**src/rtl/dvi_pkg.sv**
```systemverilog
// dvi_pkg: shared DVI timing types, mode presets and TMDS control tokens
package dvi_pkg;
  typedef struct packed {
    int active;
    int front;
    int sync;
    int back;
  } timing_t;
  typedef struct packed {
    timing_t h;
    timing_t v;
  } mode_t;
  localparam mode_t VGA_640x480  = '{h: '{640, 16, 96, 48}, v: '{480, 10, 2, 33}};
  localparam mode_t SVGA_800x600 = '{h: '{800, 40, 128, 88}, v: '{600, 1, 4, 23}};
  localparam logic [9:0] CTRL_TOKEN_00 = 10'b1101010100;
  localparam logic [9:0] CTRL_TOKEN_01 = 10'b0010101011;
  localparam logic [9:0] CTRL_TOKEN_10 = 10'b0101010100;
  localparam logic [9:0] CTRL_TOKEN_11 = 10'b1010101011;
  function automatic logic [9:0] tmds_ctrl(input logic c1, input logic c0);
    return c1 ? (c0 ? CTRL_TOKEN_11 : CTRL_TOKEN_10) : (c0 ? CTRL_TOKEN_01 : CTRL_TOKEN_00);
  endfunction
endpackage

```
**src/rtl/dvi_axis_counter.sv**
```systemverilog
// dvi_axis_counter: one raster axis position counter with region decode
module dvi_axis_counter
  import dvi_pkg::*;
#(
  parameter int ACTIVE = VGA_640x480.h.active,
  parameter int FRONT  = VGA_640x480.h.front,
  parameter int SYNC   = VGA_640x480.h.sync,
  parameter int BACK   = VGA_640x480.h.back,
  parameter bit POL    = 1'b0,
  parameter int W      = 12
) (
  input  logic         clk_i,
  input  logic         rst_i,
  input  logic         en_i,
  output logic [W-1:0] cnt_o,
  output logic         tc_o,
  output logic         active_o,
  output logic         sync_o
);
  localparam int TOTAL = ACTIVE + FRONT + SYNC + BACK;
  localparam logic [W-1:0] LAST = W'(TOTAL - 1);
  localparam logic [W:0] ACT_END  = (W+1)'(ACTIVE);
  localparam logic [W:0] SYNC_BEG = (W+1)'(ACTIVE + FRONT);
  localparam logic [W:0] SYNC_END = (W+1)'(ACTIVE + FRONT + SYNC);
  if (TOTAL > (1 << W)) begin : g_width_check
    $error("dvi_axis_counter: total %0d does not fit in %0d bits", TOTAL, W);
  end
  logic [W:0] pos;
  assign pos      = {1'b0, cnt_o};
  assign tc_o     = cnt_o == LAST;
  assign active_o = pos < ACT_END;
  assign sync_o   = (pos >= SYNC_BEG && pos < SYNC_END) ? POL : ~POL;
  always_ff @(posedge clk_i)
    if (rst_i) cnt_o <= '0;
    else if (en_i) cnt_o <= tc_o ? '0 : cnt_o + 1'b1;
endmodule

```
**src/rtl/dvi_timing_gen.sv**
```systemverilog
// dvi_timing_gen: DVI raster timing with registered DE/HSYNC/VSYNC and pixel strobes
module dvi_timing_gen
  import dvi_pkg::*;
#(
  parameter int H_ACTIVE   = VGA_640x480.h.active,
  parameter int H_FRONT    = VGA_640x480.h.front,
  parameter int H_SYNC     = VGA_640x480.h.sync,
  parameter int H_BACK     = VGA_640x480.h.back,
  parameter int V_ACTIVE   = VGA_640x480.v.active,
  parameter int V_FRONT    = VGA_640x480.v.front,
  parameter int V_SYNC     = VGA_640x480.v.sync,
  parameter int V_BACK     = VGA_640x480.v.back,
  parameter bit H_SYNC_POL = 1'b0,
  parameter bit V_SYNC_POL = 1'b0,
  parameter int W_X        = 12,
  parameter int W_Y        = 11
) (
  input  logic           clk_i,
  input  logic           rst_i,
  input  logic           en_i,
  output logic           de_o,
  output logic           hsync_o,
  output logic           vsync_o,
  output logic [W_X-1:0] x_o,
  output logic [W_Y-1:0] y_o,
  output logic           line_start_o,
  output logic           frame_start_o
);
  logic [W_X-1:0] h_cnt;
  logic [W_Y-1:0] v_cnt;
  logic h_tc, h_act, h_sync, v_act, v_sync, unused_v_tc;
  dvi_axis_counter #(
    .ACTIVE(H_ACTIVE), .FRONT(H_FRONT), .SYNC(H_SYNC), .BACK(H_BACK), .POL(H_SYNC_POL), .W(W_X)
  ) u_h (
    .clk_i(clk_i), .rst_i(rst_i), .en_i(en_i),
    .cnt_o(h_cnt), .tc_o(h_tc), .active_o(h_act), .sync_o(h_sync)
  );
  dvi_axis_counter #(
    .ACTIVE(V_ACTIVE), .FRONT(V_FRONT), .SYNC(V_SYNC), .BACK(V_BACK), .POL(V_SYNC_POL), .W(W_Y)
  ) u_v (
    .clk_i(clk_i), .rst_i(rst_i), .en_i(en_i && h_tc),
    .cnt_o(v_cnt), .tc_o(unused_v_tc), .active_o(v_act), .sync_o(v_sync)
  );
  always_ff @(posedge clk_i)
    if (rst_i) begin
      de_o          <= 1'b0;
      hsync_o       <= ~H_SYNC_POL;
      vsync_o       <= ~V_SYNC_POL;
      x_o           <= '0;
      y_o           <= '0;
      line_start_o  <= 1'b0;
      frame_start_o <= 1'b0;
    end else if (en_i) begin
      de_o          <= h_act && v_act;
      hsync_o       <= h_sync;
      vsync_o       <= v_sync;
      x_o           <= h_cnt;
      y_o           <= v_cnt;
      line_start_o  <= h_cnt == '0;
      frame_start_o <= h_cnt == '0 && v_cnt == '0;
    end
endmodule

```
**config.mk**
```make
export PLATFORM = sky130hd
export DESIGN_NAME = dvi_timing_gen
export DESIGN_NICKNAME = d
export VERILOG_FILES = /design/src/rtl/dvi_pkg.sv /design/src/rtl/dvi_axis_counter.sv /design/src/rtl/dvi_timing_gen.sv
export SDC_FILE = /design/constraint.sdc
export NUM_CORES = 1
export LEC_CHECK = 0
export CAP_MARGIN = 5
export CORE_ASPECT_RATIO = 0.6
export CORE_MARGIN = 2
export CORE_UTILIZATION = 55
export CTS_BUF_LIST = sky130_fd_sc_hd__clkbuf_8 sky130_fd_sc_hd__clkbuf_16
export DETAILED_ROUTE_END_ITERATION = 8
export GPL_TIMING_DRIVEN = 0
export PLACE_DENSITY = 0.9
export SLEW_MARGIN = 40
export SYNTH_ARGS = -nofsm -noshare
export SYNTH_HDL_FRONTEND = slang
export SYNTH_HIERARCHICAL = 1
export SYNTH_SLANG_ARGS = --single-unit
```
**constraint.sdc**
```tcl
create_clock -name clk_i -period 4.45 [get_ports clk_i]
set_clock_uncertainty 0.15 [all_clocks]
set_input_delay 0.445 -clock clk_i [delete_from_list [all_inputs] [get_ports clk_i]]
set_output_delay 0.445 -clock clk_i [all_outputs]
set_load 0.05 [all_outputs]
```
=== After elaboration in Yosys (flattened, before gate mapping) ===
Index checks and enable logic that the tools add are counted.

* Register bits after elaboration: 51
* Latch bits: 0
* RAM bits: 0
* Bits in read-only memories: 0
* Input port bits: 3
* Output and inout bits: 28
* Memories: 0

* Add/sub/neg operators: 2
* Multipliers: 0
* Div/mod/pow operators: 0
* Magnitude comparators: 6
* Equality and inequality tests: 2
* Shift-type cells: 0
* Mux-type cells: 4
* Bitwise gates (word level): 0
* Reductions and logical operators: 7

{| class="wikitable"
|+ Operator list
! operator !! number
|-
| 12-bit by 10-bit less-than comparator with 1-bit output (second input constant) || 2
|-
| 11-bit by 9-bit less-than comparator with 1-bit output (second input constant) || 2
|-
| 12-bit by 1-bit adder with 12-bit output (second input constant) || 1
|-
| 12-bit by 10-bit equality test with 1-bit output (second input constant) || 1
|-
| 12-bit by 10-bit >= comparator with 1-bit output (second input constant) || 1
|-
| 12-bit logical NOT || 1
|-
| 12-bit two-way mux || 1
|-
| 11-bit by 1-bit adder with 11-bit output (second input constant) || 1
|-
| 11-bit by 10-bit equality test with 1-bit output (second input constant) || 1
|-
| 11-bit by 9-bit >= comparator with 1-bit output (second input constant) || 1
|-
| 11-bit logical NOT || 1
|-
| 11-bit two-way mux || 1
|-
| 1-bit logical AND || 5
|-
| 1-bit two-way mux || 2
|}

=== Depth between registers and ports, before layout ===
* Depth after elaboration: 3
* Gate-level depth with buffers: 8
* Gate-level depth less buffers: 7

=== Modules after synthesis ===
Netlist, hierarchy kept.

{| class="wikitable"
|+ Modules (own cells, without submodules)
! module !! instances !! cells an instance !! area each (sq um)
|-
| dvi_timing_gen || 1 || 103 || 1066.0
|-
| dvi_axis_counter (u_h) || 1 || 70 || 660.6
|-
| dvi_axis_counter (u_v) || 1 || 64 || 578.1
|}

=== Least setup slack after synthesis ===
No wires, ideal clock.

* Path kind: register -> register
* From: register u_h.cnt_o[0]
* To: register u_v.cnt_o[7]
* Setup time: 66 ps
* Arrival time: 2248 ps
* Data required time: 4234 ps
* Slack: 1986 ps
* Cell stages (with the launch flop): 9
* Path buffers: 1
* Clock period less this slack: 2464 ps
* Cells stage by stage: dfxtp_1 ha_1 nand4_4 nor4_4 and2_1 buf_2 nand4_2 or4_4 a21oi_2

* Cells in the longest elaborated chain, start to end: 2

{| class="wikitable"
|+ Ends and longest elaborated chain
! item !! line !! RTL
|-
| start, declared || dvi_axis_counter.sv:15 || <nowiki>output logic [W-1:0] cnt_o,</nowiki>
|-
| start signal, assigned || dvi_axis_counter.sv:35 || <nowiki>else if (en_i) cnt_o <= tc_o ? '0 : cnt_o + 1'b1;</nowiki>
|-
| 12-bit by 10-bit equality test with 1-bit output || dvi_axis_counter.sv:30 || <nowiki>assign tc_o = cnt_o == LAST;</nowiki>
|-
| net h_tc || dvi_timing_gen.sv:31 || <nowiki>logic h_tc, h_act, h_sync, v_act, v_sync, unused_v_tc;</nowiki>
|-
| 1-bit logical AND || dvi_timing_gen.sv:41 || <nowiki>.clk_i(clk_i), .rst_i(rst_i), .en_i(en_i && h_tc),</nowiki>
|-
| end signal, assigned || dvi_axis_counter.sv:35 ||
|-
| end, declared || dvi_axis_counter.sv:15 ||
|}

The timed path passes the listed nets, and every way through them passes these cells.
A chain may end at the register's enable or synchronous reset.

=== Final worst setup path ===
* From: register u_h.cnt_o[0]
* To: register u_v.cnt_o[10]

Same word-level chain as after synthesis.

==> results.py <==
metrics = {
    "floorplan": {
        "die_w_um": 87.5,
        "rows": 18,
        "die-area_mm2": 0.00473,
        "core_area_mm2": 0.00405,
        "top_level_ports": 31,
        "start_util": 0.567,
        "dieHeight_um": 54.1,
    },
    "cells_and_area": {
        "layout_common_cells": "dfxtp_1, nor2_1, clkdlybuf4s50_1, mux2i_1, nand2_1",
        "layout-drive-gt1-share": 0.125,
        "fin_nets": 279,
        "synthToLayoutAreaGrowth_pct": 19.2,
        "finalNonFillerCells": 323,
        "antenna_cells": 0,
        "regArea_mm2": 0.00102,
        "post-route-util": 0.676,
        "final_area_mm2": 0.00274,
        "fill_cells": 335,
        "final_common_cell": "dfxtp_1",
        "multiInputGateArea_mm2": 0.00118,
    },
    "clock_tree": {
        "postCtsSetupBuffers": 0,
        "cts.clk_slew.worst_paths_ps": 100,
        "clock-root-buffer": "clkbuf_8",
        "cts.path.max_buffers": 2,
        "clk_latency_ps": 320,
        "post_cts_resized": 0,
        "cts.sinks": 51,
        "cts_made_buffers": 5,
        "htreeDepth": 2,
        "holdBufCountCts": 0,
        "cts_tree": "yes",
    },
    "worst_setup_path": {
        "required_ps": 4560,
        "worst-r2r-cell-count": 8,
        "critPathLaunchType": "flop",
        "r2r-start": "u_h/cnt_o[0]",
        "criticalPathCategory": "flop to flop",
        "reg2reg_setup_slack_ps": 1670,
        "critPathArrivalTime_ps": 2890,
        "worstReg2RegEnd": "u_v/cnt_o[10]",
        "path_max_fanout": 7,
        "end_kind": "flop",
    },
    "routing": {
        "vias": 1817,
        "wl_um": 4810,
        "via_per_inst": 5.63,
        "route.detailed.drc": 0,
        "wl_per_cell_um": 14.9,
        "drt.antenna.violating_nets": 0,
        "drt-initial-drc-count": 143,
        "firstDrtPassIters": 4,
    },
    "placement": {
        "placed_cell_area_mm2": 0.00265,
        "pre_cts_ws_ps": 1690,
        "dp.cells": 315,
        "portBuffers": 29,
        "dp.final_hpwl_um": 3410,
        "gp_congestion": 0.913,
    },
    "worst_hold_path": {
        "min-delay-start": "frame_start_o",
        "min_path_type": "flop to flop",
        "hold_path_end": "frame_start_o",
        "hold-path-cell-count": 2,
    },
    "sta": {
        "clock.fmax_mhz": 360,
        "tightest_slew_ps": 503,
        "setup_violations": 0,
        "final.period_utilization": 0.625,
        "rsz0062_at_grt": "false",
        "layout_setup_ws_ps": 1670,
        "slew_headroom": 0.664,
        "period_needed_ps": 2780,
        "final-hold-violation-count": 0,
        "setup_tns_ps": 0,
        "drv_slew": 0,
    },
    "pwr": {
        "pwr-share-comb": 0.081,
        "leakage_uw": 0.00104,
        "p_per_area_mw_per_mm2": 293,
        "sequentialPowerShare": 0.585,
        "switchingPower_uw": 206,
        "clockPowerShare": 0.335,
        "peakVddDrop_mv": 0.182,
        "internal_power_uw": 597,
        "swShare": 0.256,
    },
    "synth": {
        "avgSynthCellArea_um2": 9.74,
        "syn_inst": 236,
        "ys_warn_count": 6,
        "mappedNetlistNets": 243,
        "synth_area_mm2": 0.00230,
    },
    "global_route": {
        "met3_usage": 0.0521,
        "grt_start_max_net_pins": 17,
        "grt_use_met1": 0.343,
        "grt_pass1_vias": 1600,
        "antenna_found_initial": 0,
        "grt_pass1_wl_um": 7890,
        "grtUsageTotal": 0.226,
        "met2_usage": 0.299,
        "top_usage_layer": "met1",
        "overflow": 0,
    },
    "run_status": {
        "status": "completed",
    },
    "run": {
        "max_cap_viol_count": 0,
    },
}
[power by group through the flow]
stage | clock network, uW | logic, uW | registers, uW
global placement | 0 | 63.6 | 480
floorplan | 0 | 33.7 | 493
CTS | 275 | 64.9 | 469
detailed placement | 0 | 64.7 | 480
global route | 293 | 69.4 | 470
finish | 269 | 64.8 | 469
[worst max path at each step]
stage                          to          from  slack (ps)  cells after the start
floorplan            u_v/cnt_o[7]  u_h/cnt_o[0]        1990                      8
global placement    u_v/cnt_o[10]  u_h/cnt_o[0]        1790                      8
detailed placement  u_v/cnt_o[10]  u_h/cnt_o[0]        1690                      8
CTS                 u_v/cnt_o[10]  u_h/cnt_o[0]        1670                      8
global route        u_v/cnt_o[10]  u_h/cnt_o[0]        1530                      8
finish              u_v/cnt_o[10]  u_h/cnt_o[0]        1670                      8
[per-stage QoR]
stage                     power (uW)  hold WS (ps)
after global routing             833           337
after global placement           543           302
after detailed placement         545           308
final                            803           324
after floorplan                  527           350
after CTS                        809           321
[cell type report]
cell class	instances	area share
multi-input combinational	169	0.431
sequential	51	0.373
timing repair buffer	29	0.106
buffer	11	0.0288
clock buffer	5	0.0251
tap	50	0.0228
clock inverter	3	0.00731
inverter	5	0.00685
[routing by layer]
layer	up-vias	wire, um	share of wire
met5	-	0	0
met4	0	53	0.011
met3	8	359	0.075
met2	63	1860	0.39
met1	847	2530	0.53
li1	899	-	-
[registers in the layout (all words and copies together), names as in the netlist]
register and cells:
x_o 12, de_o 1, u_h/cnt_o 12, hsync_o 1, frame_start_o 1, u_v/cnt_o 11, line_start_o 1, y_o 11
vsync_o 1
[critical path, cell delays in order, from the launching register on]
cell and delay, ps:
dfxtp_1 510, ha_1 310, nand4_4 140, nor4_4 360
and2_1 170, buf_2 180, nand4_2 200, or4_1 560
a21oi_1 140
(Power assumes the default switching activity.)
